$ cat src/rtl/spi_flash_xfer.sv
// SPI mode-0 transaction engine: a write phase of wr_len bytes, then a
// read phase of rd_len bytes, with chip select held low across both.
module spi_flash_xfer #(
  parameter int unsigned DATA_WIDTH = 8,
  parameter int unsigned LEN_WIDTH  = 16,
  parameter int unsigned CLK_DIV    = 2,
  parameter int unsigned CS_IDLE    = 4
) (
  input  logic                  clk,
  input  logic                  rst_n,
  input  logic                  start,
  input  logic [LEN_WIDTH-1:0]  wr_len,
  input  logic [LEN_WIDTH-1:0]  rd_len,
  output logic                  busy,
  output logic                  done,
  input  logic [DATA_WIDTH-1:0] tx_data,
  input  logic                  tx_valid,
  output logic                  tx_ready,
  output logic [DATA_WIDTH-1:0] rx_data,
  output logic                  rx_valid,
  input  logic                  rx_ready,
  output logic                  spi_sck,
  output logic                  spi_cs,
  output logic                  spi_sio_0,
  input  logic                  spi_sio_1
);

  localparam int unsigned CNT_MAX = (CLK_DIV > CS_IDLE) ? CLK_DIV : CS_IDLE;
  localparam int unsigned CW      = $clog2(CNT_MAX + 1);
  localparam int unsigned BW      = (DATA_WIDTH > 1) ? $clog2(DATA_WIDTH) : 1;

  typedef enum logic [2:0] {
    IDLE, CS_SETUP, WR_LOAD, WR_SHIFT, RD_SHIFT, RD_PUSH, CS_HOLD, CS_GAP
  } state_t;

  state_t                  state_q, state_d;
  logic [CW-1:0]           div_cnt;
  logic [BW-1:0]           bit_cnt;
  logic [LEN_WIDTH-1:0]    wr_cnt, rd_cnt;
  logic [DATA_WIDTH-1:0]   shreg;
  logic                    half_end, gap_end, last_bit;
  logic                    tx_fire, rx_fire, wr_more, rd_more;

  // State register
  always_ff @(posedge clk or negedge rst_n) begin
    if (!rst_n) state_q <= IDLE;
    else        state_q <= state_d;
  end

  // Next-state decode and handshake strobes
  always_comb begin
    half_end = (div_cnt == CW'(CLK_DIV - 1));
    gap_end  = (div_cnt == CW'(CS_IDLE - 1));
    last_bit = (bit_cnt == BW'(DATA_WIDTH - 1));
    tx_ready = (state_q == WR_LOAD);
    tx_fire  = tx_ready & tx_valid;
    rx_fire  = rx_valid & rx_ready;
    wr_more  = (wr_cnt != LEN_WIDTH'(1));
    rd_more  = (rd_cnt != LEN_WIDTH'(1));
    state_d  = state_q;
    case (state_q)
      IDLE:     if (start && !busy && (wr_len != '0 || rd_len != '0)) state_d = CS_SETUP;
      CS_SETUP: if (half_end) state_d = (wr_cnt != '0) ? WR_LOAD : RD_SHIFT;
      WR_LOAD:  if (tx_fire) state_d = WR_SHIFT;
      WR_SHIFT: if (half_end && spi_sck && last_bit)
                  state_d = wr_more ? WR_LOAD : ((rd_cnt != '0) ? RD_SHIFT : CS_HOLD);
      RD_SHIFT: if (half_end && spi_sck && last_bit) state_d = RD_PUSH;
      RD_PUSH:  if (rx_fire) state_d = rd_more ? RD_SHIFT : CS_HOLD;
      CS_HOLD:  if (half_end) state_d = CS_GAP;
      CS_GAP:   if (gap_end) state_d = IDLE;
      default:  state_d = IDLE;
    endcase
  end

  // Datapath: dividers, shift register, byte counters and registered pins
  always_ff @(posedge clk or negedge rst_n) begin
    if (!rst_n) begin
      spi_cs    <= 1'b1;
      spi_sck   <= 1'b0;
      spi_sio_0 <= 1'b0;
      busy      <= 1'b0;
      done      <= 1'b0;
      rx_valid  <= 1'b0;
      rx_data   <= '0;
      div_cnt   <= '0;
      bit_cnt   <= '0;
      wr_cnt    <= '0;
      rd_cnt    <= '0;
      shreg     <= '0;
    end else begin
      // busy falls together with the end of the done pulse
      if (done) begin
        done <= 1'b0;
        busy <= 1'b0;
      end
      div_cnt <= '0;
      case (state_q)
        IDLE: begin
          if (start && !busy) begin
            wr_cnt <= wr_len;
            rd_cnt <= rd_len;
            busy   <= 1'b1;
            if (wr_len == '0 && rd_len == '0) done   <= 1'b1;
            else                              spi_cs <= 1'b0;
          end
        end
        CS_SETUP, CS_HOLD: begin
          if (!half_end) div_cnt <= div_cnt + 1'b1;
          else if (state_q == CS_HOLD) spi_cs <= 1'b1;
        end
        CS_GAP: begin
          if (!gap_end) div_cnt <= div_cnt + 1'b1;
          else          done    <= 1'b1;
        end
        WR_LOAD: begin
          if (tx_fire) begin
            shreg     <= tx_data;
            spi_sio_0 <= tx_data[DATA_WIDTH-1];
            bit_cnt   <= '0;
          end
        end
        WR_SHIFT: begin
          if (!half_end) div_cnt <= div_cnt + 1'b1;
          else begin
            spi_sck <= ~spi_sck;
            // MOSI moves only on the falling edge
            if (spi_sck) begin
              if (last_bit) begin
                wr_cnt    <= wr_cnt - 1'b1;
                spi_sio_0 <= 1'b0;
                bit_cnt   <= '0;
              end else begin
                bit_cnt   <= bit_cnt + 1'b1;
                shreg     <= shreg << 1;
                spi_sio_0 <= shreg[DATA_WIDTH-2];
              end
            end
          end
        end
        RD_SHIFT: begin
          if (!half_end) div_cnt <= div_cnt + 1'b1;
          else begin
            spi_sck <= ~spi_sck;
            if (!spi_sck) shreg <= {shreg[DATA_WIDTH-2:0], spi_sio_1};
            else if (last_bit) begin
              rx_data  <= shreg;
              rx_valid <= 1'b1;
              bit_cnt  <= '0;
            end else bit_cnt <= bit_cnt + 1'b1;
          end
        end
        RD_PUSH: begin
          if (rx_ready) begin
            rx_valid <= 1'b0;
            rd_cnt   <= rd_cnt - 1'b1;
          end
        end
        default: ;
      endcase
    end
  end

endmodule

$ cat config.mk
export PLATFORM = sky130hd
export DESIGN_NAME = spi_flash_xfer
export DESIGN_NICKNAME = d
export VERILOG_FILES = /design/src/rtl/spi_flash_xfer.sv
export SDC_FILE = /design/constraint.sdc
export NUM_CORES = 1
export LEC_CHECK = 0
export CAP_MARGIN = 20
export CORE_ASPECT_RATIO = 1.75
export CORE_MARGIN = 10
export CORE_UTILIZATION = 35
export CTS_BUF_LIST = sky130_fd_sc_hd__clkbuf_8
export DETAILED_ROUTE_END_ITERATION = 16
export PLACE_DENSITY = 0.53
export SYNTH_ARGS = -nofsm -noshare
export SYNTH_HDL_FRONTEND = slang
export SYNTH_SLANG_ARGS = --single-unit
$ cat constraint.sdc
create_clock -name clk -period 5.3 [get_ports clk]
set_input_delay 0.795 -clock clk [delete_from_list [all_inputs] [get_ports clk]]
set_output_delay 0.795 -clock clk [all_outputs]
set_load 0.03 [all_outputs]
==> After elaboration in Yosys (flattened, before gate mapping) <==
Index checks and enable logic that the tools add are counted.
{ "word_totals": {"reg_bits": 63, "input_bits": 46, "out_inout_bits": 15} }
{ "op_classes": {"add_sub_neg": 4, "n_eq_ne": 35, "muxes": 58, "n_bitwise": 3, "reduce_logical": 34} }
{ "ops": {"columns": ["op", "n"], "rows": [
  ["2-to-1 mux 16 bit", 6],
  ["case mux 16 bit (2 select lines)", 2],
  ["nonzero test 16 bit", 4],
  ["2-to-1 mux 3 bit", 16],
  ["2-to-1 mux 8 bit", 6],
  ["inequality test 2 bit (second input constant)", 20],
  ["zero test 16 bit", 2],
  ["inequality test 16 x 1 -> 1 bit (second input constant)", 2],
  ["subtractor 16 x 1 -> 16 bit (second input constant)", 2],
  ["case mux 3 bit (8 select lines)", 1],
  ["case mux 8 bit (3 select lines)", 1],
  ["2-to-1 mux 1 bit", 18],
  ["== test 3 bit (second input constant)", 5],
  ["AND reduction 5 bit", 3],
  ["case mux 3 bit (2 select lines)", 2],
  ["AND reduction 4 bit", 3],
  ["nonzero test 2 bit", 6],
  ["== test 3 x 2 -> 1 bit (second input constant)", 3],
  ["case mux 1 bit (2 select lines)", 4],
  ["AND reduction 8 bit", 1],
  ["AND reduction 7 bit", 1],
  ["adder 3 x 1 -> 3 bit (second input constant)", 2],
  ["== test 3 x 1 -> 1 bit (second input constant)", 2],
  ["inequality test 2 x 1 -> 1 bit (second input constant)", 3],
  ["12 further kinds", 19]
]} }

==> Depth between registers and ports, before layout <==
{ "depth": {"ltp_word": 5, "ltp_mapped": 8, "ltp_nobuf": 7} }

==> Worst setup path before layout <==
No wires, ideal clock.
{ "synth_timing": {"path_type": "register to output", "start": "reg state_q[1]", "end": "out tx_ready", "arrival_time_ps": 1727, "required_ps": 4505, "setup_slack_ps": 2778, "path_stages_with_launch": 5, "path_buffers": 3, "path_cell_list": "dfrtp_1 buf_4 buf_2 clkbuf_1 nor3b_1"} }
{ "synth_between": {"elab_chain_len": 1} }
{ "synth_lines": {"columns": ["item", "line", "source"], "rows": [
  ["start: declaration", "36", "state_t state_q, state_d;"],
  ["start signal: assignment", "47", "else state_q <= state_d;"],
  ["== test 3 x 2 -> 1 bit", "55", "tx_ready = (state_q == WR_LOAD);"],
  ["end: declaration", "18", "output logic tx_ready,"]
]} }
Every way passes these cells.

==> Final worst setup path <==
Same ends and word-level chain as after synthesis.

==> results.sh <==
export IMPL_endpoint="tx_ready"
export IMPL_nNetsFinal=555
export IMPL_synthTopCellsByArea="dfrtp_1 (39%), o21ai_0 (5.2%), a21oi_1 (4.4%)"
export IMPL_antenna_left=0
export IMPL_cpMaxStageDelayCell="dfrtp_1"
export IMPL_grt_max_degree=64
export IMPL_ys_ff_latch=63
export IMPL_worst_endpoint_arrival_ns=2.36
export IMPL_grt_pass1_wl_mm=18.6
export IMPL_crit_required_ns=4.51
export IMPL_synth_top_area_share=0.392
export IMPL_cp_top_family="flip-flops"
export IMPL_core_um2=11100
export IMPL_seq_area_frac_synth=0.399
export IMPL_hold_viol_final=0
export IMPL_gp_congestion=0.816
export IMPL_overflow=0
export IMPL_netlist_cell_type_count=67
export IMPL_max_slew_margin_rel=0.334
export IMPL_path_depth=2
export IMPL_cts_buffer_depth=2
export IMPL_tightestPinTransition_ns=0.999
export IMPL_die_y_um=161
export IMPL_wl_per_cell_um=17.9
export IMPL_antenna_found_initial=0
export IMPL_grt_usage=0.141
export IMPL_critPathKind="register to output pin"
export IMPL_io_buffers=60
export IMPL_holdCritPathClass="register to register"
export IMPL_yosys_area_share_simple=0.218
export IMPL_cts_root_buffer="clkbuf_8"
export IMPL_synthArstFlopShare=1.00
export IMPL_slew_violations=0
export IMPL_syn_area_per_cell_um2=8.90
export IMPL_final_layout_size_suffix_gt1_frac=0.0938
export IMPL_setup_viol=0
export IMPL_rsz0062_at_grt="no"
export IMPL_fmax_mhz=317
export IMPL_start_util=0.357
export IMPL_fin_setup_tns_ns=0
export IMPL_clk_latency_ns=0.35
export IMPL_reg2reg_from="state_q[1]$_DFFE_PN0P_"
export IMPL_core_rowCount=51
export IMPL_vias_per_cell=5.61
export IMPL_period_share=0.596
export IMPL_cts_made_buffers=9
export IMPL_h_tree_depth=3
export IMPL_clock_sinks=63
export IMPL_ir_worst_vdd_uv=297
export IMPL_path_cells="nor3b_1, clkdlybuf4s50_1"
export IMPL_cts_resized=0
export IMPL_crit_buf_inv=1
export IMPL_dpl_hpwl_mm=8.48
export IMPL_cp_max_fo=29
export IMPL_startpoint="state_q[1]$_DFFE_PN0P_"
export IMPL_holdBufCountCts=0
export IMPL_slowest_delay_ns=1.00
export IMPL_cts_clk_slew_worst_paths_ns=0.07
export IMPL_cts_tree="built"
export IMPL_status="completed"
export IMPL_p_leak_uw=0.00194
export IMPL_ff2ff_path_depth=4
export IMPL_ys_warn_count=0
export IMPL_post_route_min_period_ns=3.16
export IMPL_die_x_um=100
export IMPL_dieArea_um2=16100
export IMPL_ys_flop_type="dfrtp_1"
export IMPL_finalClockSkew_ns=0.00826
export IMPL_synth_cells=445
export IMPL_synth_xor_area_frac=0.00221
export IMPL_drt_iter0_drc=213
export IMPL_synth_adder_area_share=0.0411
export IMPL_whs_ns=0.485
export IMPL_io_pins=61
export IMPL_synth_nets=504
export IMPL_vias=3548
export IMPL_drc=0
export IMPL_synth_edff_count=0
export IMPL_cp_start_kind="register"
export IMPL_maxCapViolCount=0
export IMPL_synth_top_family_by_area="compound AO/OA/AOI/OAI gates"
export IMPL_synthMuxAreaShare=0.0509
export IMPL_power_density_nw_per_um2=409
export IMPL_synth_compound_area_frac=0.242
export IMPL_cts_post_setup_buffers_inserted=0
export IMPL_reg2reg_slack_ns=2.25
export IMPL_synthesis_area_um2=3960
export IMPL_area_growth_pct=20.8
export IMPL_diodes=0
export IMPL_first_pass_iters=5
export IMPL_rr_endpoint="wr_cnt[4]$_DFFE_PN0P_"
export IMPL_first_global_vias=3675
export IMPL_worstSetupEndpointType="output pin"
export IMPL_drt_total_wl_mm=11.3
export IMPL_synth_top_area_cell="dfrtp_1"
==> layer usage <==
metal / track usage / part of all wire / vias up
met5: 0 / 0 / -
met1: 0.159 / 0.41 / 1681
met4: 0.0568 / 0.021 / 0
met2: 0.251 / 0.53 / 91
li1: - / - / 1756
met3: 0.0262 / 0.045 / 20
==> synth_stat cells (4+ instances only) <==
master and count:
buf_2 9, nand3_1 10, o31ai_1 4, o22ai_1 11, a31oi_1 5, nand2_1 44, nand2b_1 6, clkbuf_1 10
mux2_2 9, a21oi_1 35, nor3_1 11, inv_1 17, and2_1 4, nor4_1 13, nand4_1 6, nor3b_1 5
ha_1 13, dfrtp_1 62, o21ai_0 41, o211ai_1 5, a2bb2oi_1 7, mux2i_1 10, a21oi_2 4, nor2_1 34
o21ai_1 5
==> worst min path at each step <==
stage                            from                      to  slack (ns)  cells past startpoint
6_report       bit_cnt[1]$_DFFE_PN0P_  bit_cnt[1]$_DFFE_PN0P_        0.49                      2
3_5_place_dp   bit_cnt[1]$_DFFE_PN0P_  bit_cnt[1]$_DFFE_PN0P_        0.47                      2
3_3_place_gp   bit_cnt[1]$_DFFE_PN0P_  bit_cnt[1]$_DFFE_PN0P_        0.46                      2
2_1_floorplan    shreg[7]$_DFFE_PN0P_    shreg[7]$_DFFE_PN0P_        0.44                      2
4_1_cts        bit_cnt[1]$_DFFE_PN0P_  bit_cnt[1]$_DFFE_PN0P_        0.49                      2
5_1_grt                done$_DFF_PN0_          busy$_DFF_PN0_        0.52                      1
==> placed cells by master, fill, tap and decap left out, types with 6 or more instances in the layout <==
cell,instances
nor2_1,34
nand3_1,10
mux2_2,9
a21oi_1,35
dfrtp_1,62
nand4_1,6
inv_1,20
mux2i_1,10
o22ai_1,11
nor3_1,11
nand2_1,44
nand2b_1,6
clkbuf_8,9
o21ai_0,41
nor4_1,13
ha_1,13
a2bb2oi_1,7
clkdlybuf4s50_1,59
==> state kept, by name (all words and copies together), names as in the netlist, 3 cells and up <==
signal and count:
state_q 3, wr_cnt 16, shreg 8, div_cnt 3, bit_cnt 3, rx_data 8, rd_cnt 16
==> worst min-delay path: cells and delay by family (launching register included) <==
kind	cells	cell delay, ns
simple gates	1	0.05
compound gates	1	0.05
flops	1	0.35
==> logic make-up after synthesis <==
logic type	Yosys count
flip-flops	63
AND/OR/NAND/NOR	160
multiplexers	19
buffers and inverters	41
AO/OA/AOI/OAI	148
XOR/XNOR	1
adder cells (fa/ha/maj)	13
==> layout make-up <==
type	count	area, um2
clock buffers	9	124
clock inverters	7	33.8
fillers	1125	6320
inverters	17	63.8
multi-input cells	341	2190
flip-flops and latches	63	1580
well taps	132	165
repair buffers	64	626
==> stage by stage <==
stage / total power (uW) / utilization / worst slack [ns] / cells / area, um2
3_5_place_dp: 1610 / 0.416 / 2.25 / 616 / 4620
4_1_cts: 1970 / 0.430 / 2.10 / 632 / 4780
5_1_grt: 2110 / 0.431 / 1.97 / 633 / 4780
3_3_place_gp: 1590 / 0.416 / 2.28 / 616 / 4620
2_1_floorplan: 1350 / - / 2.78 / 445 / 3960
6_report: 1950 / 0.431 / 2.14 / 633 / 4780
==> power breakdown <==
part	internal (uW)	switching, uW
Clock	162	190
Sequential	645	216
Combinational	311	430
Total	1120	836
(Power assumes the default switching activity.)
